--- src/rtl/gsensor_spi_responder.sv ---
// -----------------------------------------------------------------------------
// gsensor_spi_responder
//   3-wire SPI (mode 3, MSB first) responder emulating the accelerometer side
//   of the G-sensor link. Serves a 64-byte register map: DEVID at 0x00,
//   INT_SOURCE at 0x30, a coherent X/Y/Z snapshot at 0x32-0x37 and plain
//   read/write storage everywhere else.
//
// Ports
//   clk, resetN                 system clock (>= 8x SCLK), async active-low reset
//   spi_csn, spi_sclk           chip select (active low), SPI clock (idles high)
//   spi_sdio_in                 SDIO as seen by the responder
//   spi_sdio_out, spi_sdio_oe   SDIO drive value and output enable
//   sample_x/y/z, sample_valid  new axis samples and their one-cycle strobe
//   int2                        data-ready interrupt
//   wr_strobe, wr_addr, wr_data one pulse per accepted write, last write info
// -----------------------------------------------------------------------------
`timescale 1ns/1ps
module gsensor_spi_responder #(
  parameter logic [7:0] DEVID       = 8'hE5,
  parameter int         SYNC_STAGES = 2
) (
  input  logic        clk,
  input  logic        resetN,
  input  logic        spi_csn,
  input  logic        spi_sclk,
  input  logic        spi_sdio_in,
  output logic        spi_sdio_out,
  output logic        spi_sdio_oe,
  input  logic [15:0] sample_x,
  input  logic [15:0] sample_y,
  input  logic [15:0] sample_z,
  input  logic        sample_valid,
  output logic        int2,
  output logic        wr_strobe,
  output logic [5:0]  wr_addr,
  output logic [7:0]  wr_data
);

  typedef enum logic [1:0] {S_IDLE, S_CMD, S_WR, S_RD} state_e;

  // ---------------- input synchronizers and edge detection ----------------
  logic [SYNC_STAGES-1:0] csn_sync_q, sclk_sync_q, sdio_sync_q;
  logic csn_prev_q, sclk_prev_q;
  logic csn_s, sclk_s, sdio_s;
  logic csn_fall, csn_rise, sclk_rise, sclk_fall;

  // NOTE: sequential state uses non-blocking (<=) so every flop samples the
  // pre-edge values, independent of statement order.
  always_ff @(posedge clk or negedge resetN) begin
    if (!resetN) begin
      csn_sync_q  <= '1;   // bus idle levels: csn high, sclk high
      sclk_sync_q <= '1;
      sdio_sync_q <= '0;
      csn_prev_q  <= 1'b1;
      sclk_prev_q <= 1'b1;
    end else begin
      csn_sync_q  <= {csn_sync_q[SYNC_STAGES-2:0], spi_csn};
      sclk_sync_q <= {sclk_sync_q[SYNC_STAGES-2:0], spi_sclk};
      sdio_sync_q <= {sdio_sync_q[SYNC_STAGES-2:0], spi_sdio_in};
      csn_prev_q  <= csn_s;
      sclk_prev_q <= sclk_s;
    end
  end

  assign csn_s     = csn_sync_q[SYNC_STAGES-1];
  assign sclk_s    = sclk_sync_q[SYNC_STAGES-1];
  assign sdio_s    = sdio_sync_q[SYNC_STAGES-1];
  assign csn_fall  =  csn_prev_q & ~csn_s;
  assign csn_rise  = ~csn_prev_q &  csn_s;
  assign sclk_rise = ~sclk_prev_q &  sclk_s;
  assign sclk_fall =  sclk_prev_q & ~sclk_s;

  // ---------------- datapath registers ----------------
  state_e      state_q, state_d;
  logic [2:0]  bit_cnt_q;
  logic [6:0]  rx_shift_q;       // the 8th bit comes straight from sdio_s
  logic [7:0]  tx_shift_q;
  logic        oe_q, mb_q, dr_q, wr_strobe_q;
  logic [5:0]  addr_q, wr_addr_q;
  logic [7:0]  wr_data_q;
  logic [15:0] shadow_x_q, shadow_y_q, shadow_z_q;
  logic [15:0] snap_x_q, snap_y_q, snap_z_q;
  logic [7:0]  regs_q [64];

  logic [7:0] rx_byte, rd_data;
  logic [5:0] next_addr;
  logic       last_bit, addr_ro, addr_snap;
  logic       start, cmd_done, wr_done, rd_done, rd_load, rd_shift;

  assign rx_byte   = {rx_shift_q, sdio_s};
  assign last_bit  = (bit_cnt_q == 3'd7);
  assign next_addr = mb_q ? addr_q + 6'd1 : addr_q;   // 0x3F wraps to 0x00
  assign addr_snap = (addr_q >= 6'h32) && (addr_q <= 6'h37);
  assign addr_ro   = (addr_q == 6'h00) || (addr_q == 6'h30) || addr_snap;

  // ---------------- FSM: state register ----------------
  always_ff @(posedge clk or negedge resetN) begin
    if (!resetN) state_q <= S_IDLE;
    else         state_q <= state_d;
  end

  // ---------------- FSM: next state ----------------
  always_comb begin
    state_d = state_q;
    if (csn_rise) state_d = S_IDLE;   // csn rise aborts from any state
    else begin
      case (state_q)
        S_IDLE:  if (csn_fall) state_d = S_CMD;
        S_CMD:   if (sclk_rise && last_bit) state_d = rx_byte[7] ? S_RD : S_WR;
        default: ;
      endcase
    end
  end

  // ---------------- FSM: control decode ----------------
  // NOTE: every combinational output gets a default first, so no path leaves
  // it unassigned and no latch is inferred.
  always_comb begin
    start    = 1'b0;
    cmd_done = 1'b0;
    wr_done  = 1'b0;
    rd_done  = 1'b0;
    rd_load  = 1'b0;
    rd_shift = 1'b0;
    if (!csn_rise) begin
      case (state_q)
        S_IDLE: start    = csn_fall;
        S_CMD:  cmd_done = sclk_rise && last_bit;
        S_WR:   wr_done  = sclk_rise && last_bit;
        S_RD: begin
          rd_load  = sclk_fall && (bit_cnt_q == 3'd0);
          rd_shift = sclk_fall && (bit_cnt_q != 3'd0);
          rd_done  = sclk_rise && last_bit;
        end
        default: ;
      endcase
    end
  end

  // ---------------- register map read mux ----------------
  always_comb begin
    rd_data = regs_q[addr_q];
    case (addr_q)
      6'h00:   rd_data = DEVID;
      6'h30:   rd_data = {dr_q, 7'd0};
      6'h32:   rd_data = snap_x_q[7:0];
      6'h33:   rd_data = snap_x_q[15:8];
      6'h34:   rd_data = snap_y_q[7:0];
      6'h35:   rd_data = snap_y_q[15:8];
      6'h36:   rd_data = snap_z_q[7:0];
      6'h37:   rd_data = snap_z_q[15:8];
      default: ;
    endcase
  end

  // ---------------- transaction datapath ----------------
  always_ff @(posedge clk or negedge resetN) begin
    if (!resetN) begin
      bit_cnt_q   <= '0;
      rx_shift_q  <= '0;
      tx_shift_q  <= '0;
      oe_q        <= 1'b0;
      mb_q        <= 1'b0;
      addr_q      <= '0;
      dr_q        <= 1'b0;
      wr_strobe_q <= 1'b0;
      wr_addr_q   <= '0;
      wr_data_q   <= '0;
      shadow_x_q  <= '0;
      shadow_y_q  <= '0;
      shadow_z_q  <= '0;
      snap_x_q    <= '0;
      snap_y_q    <= '0;
      snap_z_q    <= '0;
    end else begin
      wr_strobe_q <= 1'b0;

      if (sample_valid) begin
        shadow_x_q <= sample_x;
        shadow_y_q <= sample_y;
        shadow_z_q <= sample_z;
      end

      // Freeze the shadow at transaction start so multi-byte reads are coherent.
      if (start) begin
        snap_x_q  <= shadow_x_q;
        snap_y_q  <= shadow_y_q;
        snap_z_q  <= shadow_z_q;
        bit_cnt_q <= '0;
      end

      if (csn_rise) begin
        bit_cnt_q  <= '0;
        rx_shift_q <= '0;
        oe_q       <= 1'b0;
      end else if (state_q != S_IDLE && sclk_rise) begin
        bit_cnt_q <= bit_cnt_q + 3'd1;
        if (state_q != S_RD) rx_shift_q <= rx_byte[6:0];
      end

      if (cmd_done) begin
        addr_q <= rx_byte[5:0];
        mb_q   <= rx_byte[6];
      end

      if (wr_done) begin
        if (!addr_ro) begin
          wr_strobe_q <= 1'b1;
          wr_addr_q   <= addr_q;
          wr_data_q   <= rx_byte;
        end
        addr_q <= next_addr;
      end

      if (rd_load) begin
        tx_shift_q <= rd_data;
        oe_q       <= 1'b1;
      end else if (rd_shift) begin
        tx_shift_q <= {tx_shift_q[6:0], 1'b0};
      end

      if (rd_done) addr_q <= next_addr;

      // A new sample wins over a simultaneous clear by a data-byte read.
      if (sample_valid)             dr_q <= 1'b1;
      else if (rd_done && addr_snap) dr_q <= 1'b0;
    end
  end

  // NOTE: the storage array is reset like any other flop because its
  // power-on contents are architecturally visible (all R/W registers read 0).
  always_ff @(posedge clk or negedge resetN) begin
    if (!resetN) begin
      for (int i = 0; i < 64; i++) regs_q[i] <= '0;
    end else if (wr_done && !addr_ro) begin
      regs_q[addr_q] <= rx_byte;
    end
  end

  assign spi_sdio_out = tx_shift_q[7];
  assign spi_sdio_oe  = oe_q;
  assign int2         = dr_q;
  assign wr_strobe    = wr_strobe_q;
  assign wr_addr      = wr_addr_q;
  assign wr_data      = wr_data_q;

endmodule
--- config.mk ---
export PLATFORM = sky130hd
export DESIGN_NAME = gsensor_spi_responder
export DESIGN_NICKNAME = d
export VERILOG_FILES = /design/src/rtl/gsensor_spi_responder.sv
export SDC_FILE = /design/constraint.sdc
export NUM_CORES = 1
export LEC_CHECK = 0
export CORE_UTILIZATION = 40
export DETAILED_ROUTE_END_ITERATION = 6
export PLACE_DENSITY = 0.62
export REMOVE_ABC_BUFFERS = 1
export SYNTH_ARGS = -nofsm -noshare
export SYNTH_HDL_FRONTEND = slang
export SYNTH_SLANG_ARGS = --single-unit
--- constraint.sdc ---
create_clock -name clk -period 9.3 [get_ports clk]
set_input_delay 1.86 -clock clk [delete_from_list [all_inputs] [get_ports clk]]
set_output_delay 1.86 -clock clk [all_outputs]
set_load 0.02 [all_outputs]
==> impl_metrics.env <==
export IMPL_outcome="complete, but fails checks"
export IMPL_violations="design-rule violations"
export IMPL_core_mm2=0.0731
export IMPL_fmax_mhz=191
export IMPL_layout_min_cycle_time_ns=5.25
export IMPL_fin_tns_setup_ns=0
export IMPL_nets=2255
export IMPL_fin_crit_sh_pct=56.4
export IMPL_path_max_fanout=42
export IMPL_htree_levels=3
export IMPL_die_h_um=274
export IMPL_die_area_mm2=0.0751
export IMPL_dr_pass1_iters=7
export IMPL_async_reset_ff_share_pct=100
export IMPL_cts_buffer_depth=3
export IMPL_n_antenna_cell=0
export IMPL_holdCritStartpoint="sdio_sync_q[0]$_DFF_PN0_"
export IMPL_r2r_cells=8
export IMPL_clk_latency_ns=0.62
export IMPL_seqPwrFrac_pct=49.7
export IMPL_grt_pass1_wl_um=130000
export IMPL_hold_path_end="sdio_sync_q[1]$_DFF_PN0_"
export IMPL_synth_edff_count=0
export IMPL_drc=26
export IMPL_ir_drop_v=0.000113
export IMPL_slew_headroom_pct=23.0
export IMPL_p_switching_w=0.00134
export IMPL_rsz0062_at_grt="no"
export IMPL_setup_violations=0
export IMPL_overflow=0
export IMPL_holdBufCountCts=0
export IMPL_routed_wl_um=85400
export IMPL_synth_distinct_cells=69
export IMPL_pin_count=72
export IMPL_drv_slew=0
export IMPL_viasPerCell=5.99
export IMPL_synth_yosys_seq_area_share_pct=55.8
export IMPL_grt_use_total_pct=23.1
export IMPL_end_kind="flip-flop"
export IMPL_worst_pin_slew_ns=1.16
export IMPL_antenna_found_initial=1
export IMPL_fin_cells=3204
export IMPL_power_density_mw_per_mm2=181
export IMPL_area_growth_syn_to_layout_pct=13.5
export IMPL_dp_cells=3077
export IMPL_netlist_area_mm2=0.0296
export IMPL_synth_seq_cells=660
export IMPL_leakage_nw=15.4
export IMPL_routabilityCongestion=0.876
export IMPL_ant_nets=0
export IMPL_num_vias=19200
export IMPL_die_width_um=274
export IMPL_drive_gt1_share_pct=38.4
export IMPL_cts_root_buf="clkbuf_16"
export IMPL_p_clk_share_pct=46.5
export IMPL_cp_required_ns=9.80
export IMPL_dp_hpwl_um=52700
export IMPL_hold_depth=0
export IMPL_drt_first_iter_violations=1766
export IMPL_crit_arrival_ns=5.75
export IMPL_synth_avg_cell_area_um2=13.6
export IMPL_yosysWarnings=0
export IMPL_cts_sinks=660
export IMPL_skew_ns=0.0198
export IMPL_critPathLaunchType="flip-flop"
export IMPL_drv_cap=0
export IMPL_switching_share_pct=22.0
export IMPL_hold_viol_final=0
export IMPL_synth_ff_type="dfrtp_1"
export IMPL_critPathKind="reg -> reg"
export IMPL_numCtsBuffers=71
export IMPL_reg2reg_slack_ns=4.05
export IMPL_final_cell_mix="dfrtp_1 (643), mux2_2 (607), nand2_1 (104)"
export IMPL_start_util_pct=40.5
export IMPL_syn_inst=2181
export IMPL_hold_path_class="reg -> reg"
export IMPL_numPortBuffers=71
export IMPL_grt_pass1_vias=19900
export IMPL_reg2reg_from="addr_q[2]$_DFFE_PN0P_"
export IMPL_path_clk_slew_ns=0.06
export IMPL_worst_r2r_endpoint="regs_q[377]$_DFFE_PN0P_"
export IMPL_final_common_cell="dfrtp_1"
export IMPL_cts_resized=0
export IMPL_wl_per_cell_um=26.7
export IMPL_postCtsSetupBuffers=0
export IMPL_p_int_w=0.00476
export IMPL_grt_max_degree=149
export IMPL_rows=99
export IMPL_cts_tree="done"
export IMPL_p_comb_share_pct=3.8
how the worst max path moves through the flow:
stage | from | endpoint | cells past startpoint
after floorplan | addr_q[0]$_DFFE_PN0P_ | regs_q[483]$_DFFE_PN0P_ | 9
after global placement | addr_q[2]$_DFFE_PN0P_ | regs_q[378]$_DFFE_PN0P_ | 8
after detailed placement | addr_q[2]$_DFFE_PN0P_ | regs_q[308]$_DFFE_PN0P_ | 8
after CTS | addr_q[2]$_DFFE_PN0P_ | regs_q[308]$_DFFE_PN0P_ | 8
after global routing | addr_q[2]$_DFFE_PN0P_ | regs_q[377]$_DFFE_PN0P_ | 8
final | addr_q[2]$_DFFE_PN0P_ | regs_q[377]$_DFFE_PN0P_ | 8
cells in the mapped netlist (6+ instances only):
library cell,number,share of area (%)
a21oi_1,33,0.56
a221o_1,10,0.34
a221oi_1,58,1.7
a22o_1,7,0.21
a22oi_1,47,1.2
a31oi_1,12,0.25
a32oi_1,6,0.18
and2_1,9,0.19
buf_1,31,0.39
buf_2,16,0.27
clkbuf_1,133,1.7
dfrtp_1,654,55
dfstp_2,6,0.53
ha_1,10,0.42
inv_1,10,0.13
mux2_1,18,0.68
mux2_2,607,23
mux2i_1,64,2.2
mux4_2,40,3.0
nand2_1,104,1.3
nand2_2,15,0.32
nand2b_1,9,0.19
nand3_1,33,0.56
nor2_1,51,0.65
nor2_2,13,0.27
nor2b_1,11,0.23
nor3_1,18,0.30
o21ai_0,31,0.52
o221ai_1,13,0.38
o22ai_1,30,0.63
or3_1,7,0.15
critical path: stages (launching register included):
cell,delay (ns)
dfrtp_4,0.85
buf_4,0.60
nor2_1,0.14
and3_1,0.26
or4_1,0.90
inv_2,0.62
and2_1,0.82
nand2_1,0.50
mux2_2,0.42
metrics by stage:
stage	utilization (%)	cell area, um^2	total power (W)	setup slack [ns]	hold WS (ns)
floorplan	-	28900	0.00317	1.43	0.331
CTS	46.0	33600	0.00616	4.20	0.349
global placement	42.8	31300	0.00331	4.28	0.334
detailed placement	42.8	31300	0.00332	4.21	0.335
finish	46.0	33600	0.00610	4.05	0.348
global route	46.0	33600	0.00630	3.95	0.361
final cells by class:
class | count | area, um^2
Clock buffer | 118 | 2260
Timing Repair Buffer | 117 | 1110
Clock inverter | 9 | 91.3
Multi-Input combinational cell | 1329 | 12400
Fill cell | 6545 | 39500
Tap cell | 959 | 1200
Sequential cell | 660 | 16500
Inverter | 12 | 45.0
power groups by stage:
stage / clock network (W) / registers [W] / logic (W)
after global routing: 0.00300 / 0.00304 / 0.000258
final: 0.00283 / 0.00303 / 0.000232
after floorplan: 0 / 0.00307 / 0.000109
after detailed placement: 0 / 0.00309 / 0.000236
after CTS: 0.00289 / 0.00303 / 0.000239
after global placement: 0 / 0.00308 / 0.000231
logic make-up (layout without fill, tap and decap cells):
| kind of cell | after synthesis | count (layout) | share of synthesized area (%) |
|---|---|---|---|
| flops | 660 | 660 | 55.8 |
| fa+ha+maj | 10 | 10 | 0.423 |
| mux | 729 | 729 | 29.0 |
| simple gates | 304 | 304 | 5.14 |
| buf+inv | 192 | 256 | 2.50 |
| compound gates | 284 | 284 | 7.08 |
| xor+xnor | 2 | 2 | 0.0592 |
metal layers:
layer  GRT usage [%]  vias up  part of all wire [%]
met5               0        -                 0.014
met4            8.42        2                   3.7
met3            3.91      189                   6.2
met2            35.9      690                    46
met1            32.3    10200                    44
li1                -     8106                     -
flip-flops by register name, summed over array words and instances, names as in the netlist, 8 cells and up:
signal,count
regs_q,512
shadow_x_q,16
shadow_y_q,16
shadow_z_q,16
snap_x_q,16
snap_y_q,16
snap_z_q,16
tx_shift_q,8
wr_data,8
No activity file was read; power rests on OpenSTA's default activity.
